### config.mk
export PLATFORM = sky130hd
export DESIGN_NAME = seq_det_param_flat
export DESIGN_NICKNAME = d
export VERILOG_FILES = /design/src/rtl/seq_det_param_if.sv /design/src/rtl/seq_det_param.sv /design/src/flat_wrapper.sv
export SDC_FILE = /design/constraint.sdc
export NUM_CORES = 1
export LEC_CHECK = 0
export CAP_MARGIN = 20
export CORE_UTILIZATION = 48
export CTS_CLUSTER_DIAMETER = 30
export DETAILED_ROUTE_END_ITERATION = 8
export PLACE_DENSITY = 0.81
export SLEW_MARGIN = 20
export SYNTH_ARGS = -nofsm -noshare
export SYNTH_HDL_FRONTEND = slang
export SYNTH_SLANG_ARGS = --single-unit
### constraint.sdc
create_clock -name clk -period 2.3 [get_ports clk]
set_clock_uncertainty 0.1 [all_clocks]
set_input_delay 0.23 -clock clk [delete_from_list [all_inputs] [get_ports clk]]
set_output_delay 0.23 -clock clk [all_outputs]
set_load 0.01 [all_outputs]
### src/rtl/seq_det_param_if.sv
// Bit-stream, pattern-control and match signals of the serial sequence detector.
// The master drives the stream and the pattern; the slave (detector) returns the match results.
interface seq_det_param_if #(
  parameter int unsigned PAT_W = 4,
  parameter int unsigned CNT_W = 8
);
  logic             en;
  logic             x;
  logic             load;
  logic [PAT_W-1:0] pat_in;
  logic             overlap;
  logic             out;
  logic [CNT_W-1:0] match_cnt;

  modport master (
    output en, x, load, pat_in, overlap,
    input  out, match_cnt
  );

  modport slave (
    input  en, x, load, pat_in, overlap,
    output out, match_cnt
  );
endinterface

### src/rtl/seq_det_param.sv
// Parametrised serial sequence detector with a run-time reloadable pattern and a registered
// one-cycle match pulse. The saturating match counter is built only when SEQDET_CNT_EN is defined.
module seq_det_param #(
  parameter int unsigned      PAT_W   = 4,
  parameter logic [PAT_W-1:0] PAT_RST = 'b1011,
  parameter int unsigned      CNT_W   = 8
) (
  input logic           clk,
  input logic           rst,
  seq_det_param_if.slave bus
);

  localparam int unsigned FillW = $clog2(PAT_W);
  localparam logic [FillW-1:0] FillLast = FillW'(PAT_W - 2);

  typedef enum logic {StFill, StRun} state_e;

  state_e           state_q;
  logic [PAT_W-2:0] hist_q;
  logic [FillW-1:0] fill_q;
  logic [PAT_W-1:0] pat_q;
  logic             out_q;

  logic [PAT_W-1:0] shifted;
  logic             match;

  always_comb begin
    shifted = {hist_q, bus.x};
    match   = (state_q == StRun) && bus.en && (shifted == pat_q);
  end

  // load outranks en; the bit presented on a load edge is dropped.
  always_ff @(posedge clk or posedge rst) begin
    if (rst) begin
      state_q <= StFill;
      hist_q  <= '0;
      fill_q  <= '0;
      pat_q   <= PAT_RST;
      out_q   <= 1'b0;
    end else if (bus.load) begin
      state_q <= StFill;
      hist_q  <= '0;
      fill_q  <= '0;
      pat_q   <= bus.pat_in;
      out_q   <= 1'b0;
    end else if (bus.en) begin
      out_q <= match;
      unique case (state_q)
        StFill: begin
          hist_q <= shifted[PAT_W-2:0];
          fill_q <= fill_q + FillW'(1);
          if (fill_q == FillLast) state_q <= StRun;
        end
        StRun: begin
          if (match && !bus.overlap) begin
            hist_q  <= '0;
            fill_q  <= '0;
            state_q <= StFill;
          end else begin
            hist_q <= shifted[PAT_W-2:0];
          end
        end
      endcase
    end else begin
      out_q <= 1'b0;
    end
  end

  assign bus.out = out_q;

`ifdef SEQDET_CNT_EN
  logic [CNT_W-1:0] cnt_q;

  always_ff @(posedge clk or posedge rst) begin
    if (rst) begin
      cnt_q <= '0;
    end else if (bus.load) begin
      cnt_q <= '0;
    end else if (match && (cnt_q != {CNT_W{1'b1}})) begin
      cnt_q <= cnt_q + CNT_W'(1);
    end
  end

  assign bus.match_cnt = cnt_q;
`else
  assign bus.match_cnt = {CNT_W{1'b0}};
`endif

endmodule

### src/flat_wrapper.sv
// flat-port wrapper written by rule: the top's interface ports become plain ports
module seq_det_param_flat 
#(
  parameter int unsigned      PAT_W   = 4,
  parameter logic [PAT_W-1:0] PAT_RST = 'b1011,
  parameter int unsigned      CNT_W   = 8
)
  (clk, rst, bus_en, bus_x, bus_load, bus_pat_in, bus_overlap, bus_out, bus_match_cnt);
  seq_det_param_if #(.PAT_W(PAT_W), .CNT_W(CNT_W)) bus_i ();
  input logic clk;
  input logic rst;
  input wire logic [$bits(bus_i.en)-1:0] bus_en;
  input wire logic [$bits(bus_i.x)-1:0] bus_x;
  input wire logic [$bits(bus_i.load)-1:0] bus_load;
  input wire logic [$bits(bus_i.pat_in)-1:0] bus_pat_in;
  input wire logic [$bits(bus_i.overlap)-1:0] bus_overlap;
  output wire logic [$bits(bus_i.out)-1:0] bus_out;
  output wire logic [$bits(bus_i.match_cnt)-1:0] bus_match_cnt;
  assign bus_i.en = bus_en;
  assign bus_i.x = bus_x;
  assign bus_i.load = bus_load;
  assign bus_i.pat_in = bus_pat_in;
  assign bus_i.overlap = bus_overlap;
  assign bus_out = bus_i.out;
  assign bus_match_cnt = bus_i.match_cnt;
  seq_det_param #(.PAT_W(PAT_W), .PAT_RST(PAT_RST), .CNT_W(CNT_W)) u_core (.clk(clk), .rst(rst), .bus(bus_i));
endmodule
==> metrics.cfg <==
[synthesis]
ys_top_cells_by_area=dfrtp_1 31%, dfstp_2 12%, buf_4 9.4%, mux2_2 7.0%, nand3b_1 4.7%
yosys.area_share.simple_pct=16.0
ys_seq_elements=11
ys_seq_area_share_pct=43.5
synth-compound-area-share_pct=11.5
syn_area_per_cell_um2=10.4
synth_fa_ha_area_share_pct=1.95
synth_top_area_share_pct=31.2
yosysUniqueCellTypes=23
ys_warn_count=0
synth_cells=62
synthXorXnorAreaFrac_pct=5.46
synth_top_family_by_area=simple AND/OR/NAND/NOR gates
synth_area_um2=642
synth.mux.area_fraction_pct=8.58
synth_top_area_cell=dfrtp_1

[route]
via_per_inst=5.16
routed_wl_um=1050
vias=454
drtIter0Drc=2
dr.pass1.iters=4
wl_per_cell_um=11.9
ant_nets=0
drc=0

[grt]
track_usage_pct=18.0
grt_overflow=0
antenna_found_initial=0
grt_pass1_vias=421
grt_max_degree=16
grt_pass1_wl_um=1740

[critical_path]
crit_path_start=u_core.pat_q[1]
cp_slowest_cell=dfstp_2
critPathTopFamily=flip-flops
cp_max_fo=7
cpPeakStageDelay_ps=540
worst_setup_path_start_kind=flop
crit_chain=xnor2_1 > nand3_1 > nor4_4 > o22ai_1
rrSetupSlack_ps=830
required_ps=2330
worstSetupEndpointType=flop
arrival_ps=1490
critPathBufInv=0
crit_type=flop to flop
r2r_end=u_core.hist_q[1]
reg2regPathDepth=4
r2r_start=u_core.pat_q[1]

[clocking]
clkTransAtPathRegs_ps=70
hold_buffers=0
cts_buffers=3
cts_resized=0
clockBufferDepth=2
cts_tree=done
h-tree-depth=1
clk_latency_ps=270
clock-sinks=11
cts_root_buf=clkbuf_4
cts_setup_buffers=0

[finish]
syn2layout_area_growth_pct=17.0
final_common_cell=clkdlybuf4s50_1
fill_cells=102
n_antenna_cell=0
ff_latch_area_um2=279
final_nets=86
drive_above_1_share_pct=16.2
multi_input_area_um2=309
final_cell_area_um2=751
finalNonFillerCells=88
mostFrequentLayoutCells=10 x clkdlybuf4s50_1, 8 x conb_1, 8 x dfrtp_1

[die]
die_height_um=38.6
ioPinCount=19
coreArea_um2=1170
die-area_um2=1490
row_count=12
initial_utilization_pct=54.8
die_w_um=38.6

[placement]
place_area_um2=724
gp_congestion=0.780
hpwl_um=821
portBuffers=10
dp.cells=84

[power_and_ir_drop]
irDropWorstVdd_v=0.000308
powerDensity_nw_per_um2=574
p_leak_nw=0.326
power_w=0.000431

[timing]
rsz0062_at_grt=false
finalCritPeriodShare_pct=63.7
hold_viol=0
setup_viol=0
fin_setup_tns_ps=0
min_period_ps=1470
fmax_mhz=682
slew_viol_final=0

[flow_run]
maxCapViolCount=0

[hold_path]
hp-class=input port to asynchronous set/reset pin

[status]
status=complete, no violations

## flip-flops by register name, indices dropped and copies added (netlist names)
name	count
u_core.pat_q	4
u_core.bus.out	1
u_core.hist_q	3
u_core.state_q	1
u_core.fill_q	2
## cells in the mapped netlist, drive strengths merged
master and count:
a211oi 2, a21oi 3, a31oi 3, buf 9
clkbuf 1, conb 1, dfrtp 8, dfstp 3
ha 1, inv 3, mux2 4, mux2i 1
nand2 2, nand2b 1, nand3 1, nand3b 4
nor2 2, nor2b 4, nor4 1, o22ai 4
xnor2 1, xor2 3
## area by class of cell
class                   count  share of cell area (%)
inverters                   3                    1.50
multi-input cells          45                    41.2
repair buffers             11                    14.3
flip-flops and latches     11                    37.2
clock buffers               4                    3.50
well taps                  14                    2.33
## cell families (layout without fill, tap and decap cells)
logic type | count (synthesis) | in the layout
muxes | 5 | 5
other | 1 | 8
DFF | 11 | 11
adders and majority gates | 1 | 1
xor gates and xnor gates | 4 | 4
buffers and inverters | 13 | 18
AOI/OAI and AO/OA | 12 | 12
and+or+nand+nor | 15 | 15
## through the flow
stage | util, % | hold WS, ps | setup WS, ps
2_1_floorplan | - | -19.7 | 951
3_3_place_gp | 61.9 | 418 | 627
3_5_place_dp | 61.9 | 422 | 624
4_1_cts | 64.1 | 163 | 825
5_1_grt | 64.1 | 180 | 714
6_report | 64.1 | 149 | 834
## how the worst max path moves through the flow
stage | to | slack (ps) | depth (start not counted)
after floorplan | u_core.fill_q[0] | 950 | 4
after global placement | u_core.state_q | 630 | 4
after detailed placement | u_core.hist_q[1] | 620 | 4
after CTS | u_core.hist_q[1] | 830 | 4
after global routing | u_core.hist_q[2] | 710 | 4
final | u_core.hist_q[1] | 830 | 4
## layer usage
metal	vias to the layer above	part of all wire [%]	track usage, %	routed length [um]
met1	213	42	19.9	439
met5	-	0	0	0
met3	4	3.4	5.20	36
li1	224	-	-	-
met4	0	2.0	10.3	21
met2	13	52	30.4	549
## report_power, final
group | total, W | internal (W) | switching [W]
clock network | 0.000130 | 0.0000671 | 0.0000627
registers | 0.000223 | 0.000211 | 0.0000114
logic | 0.0000780 | 0.0000385 | 0.0000395
(Power assumes the default switching activity.)
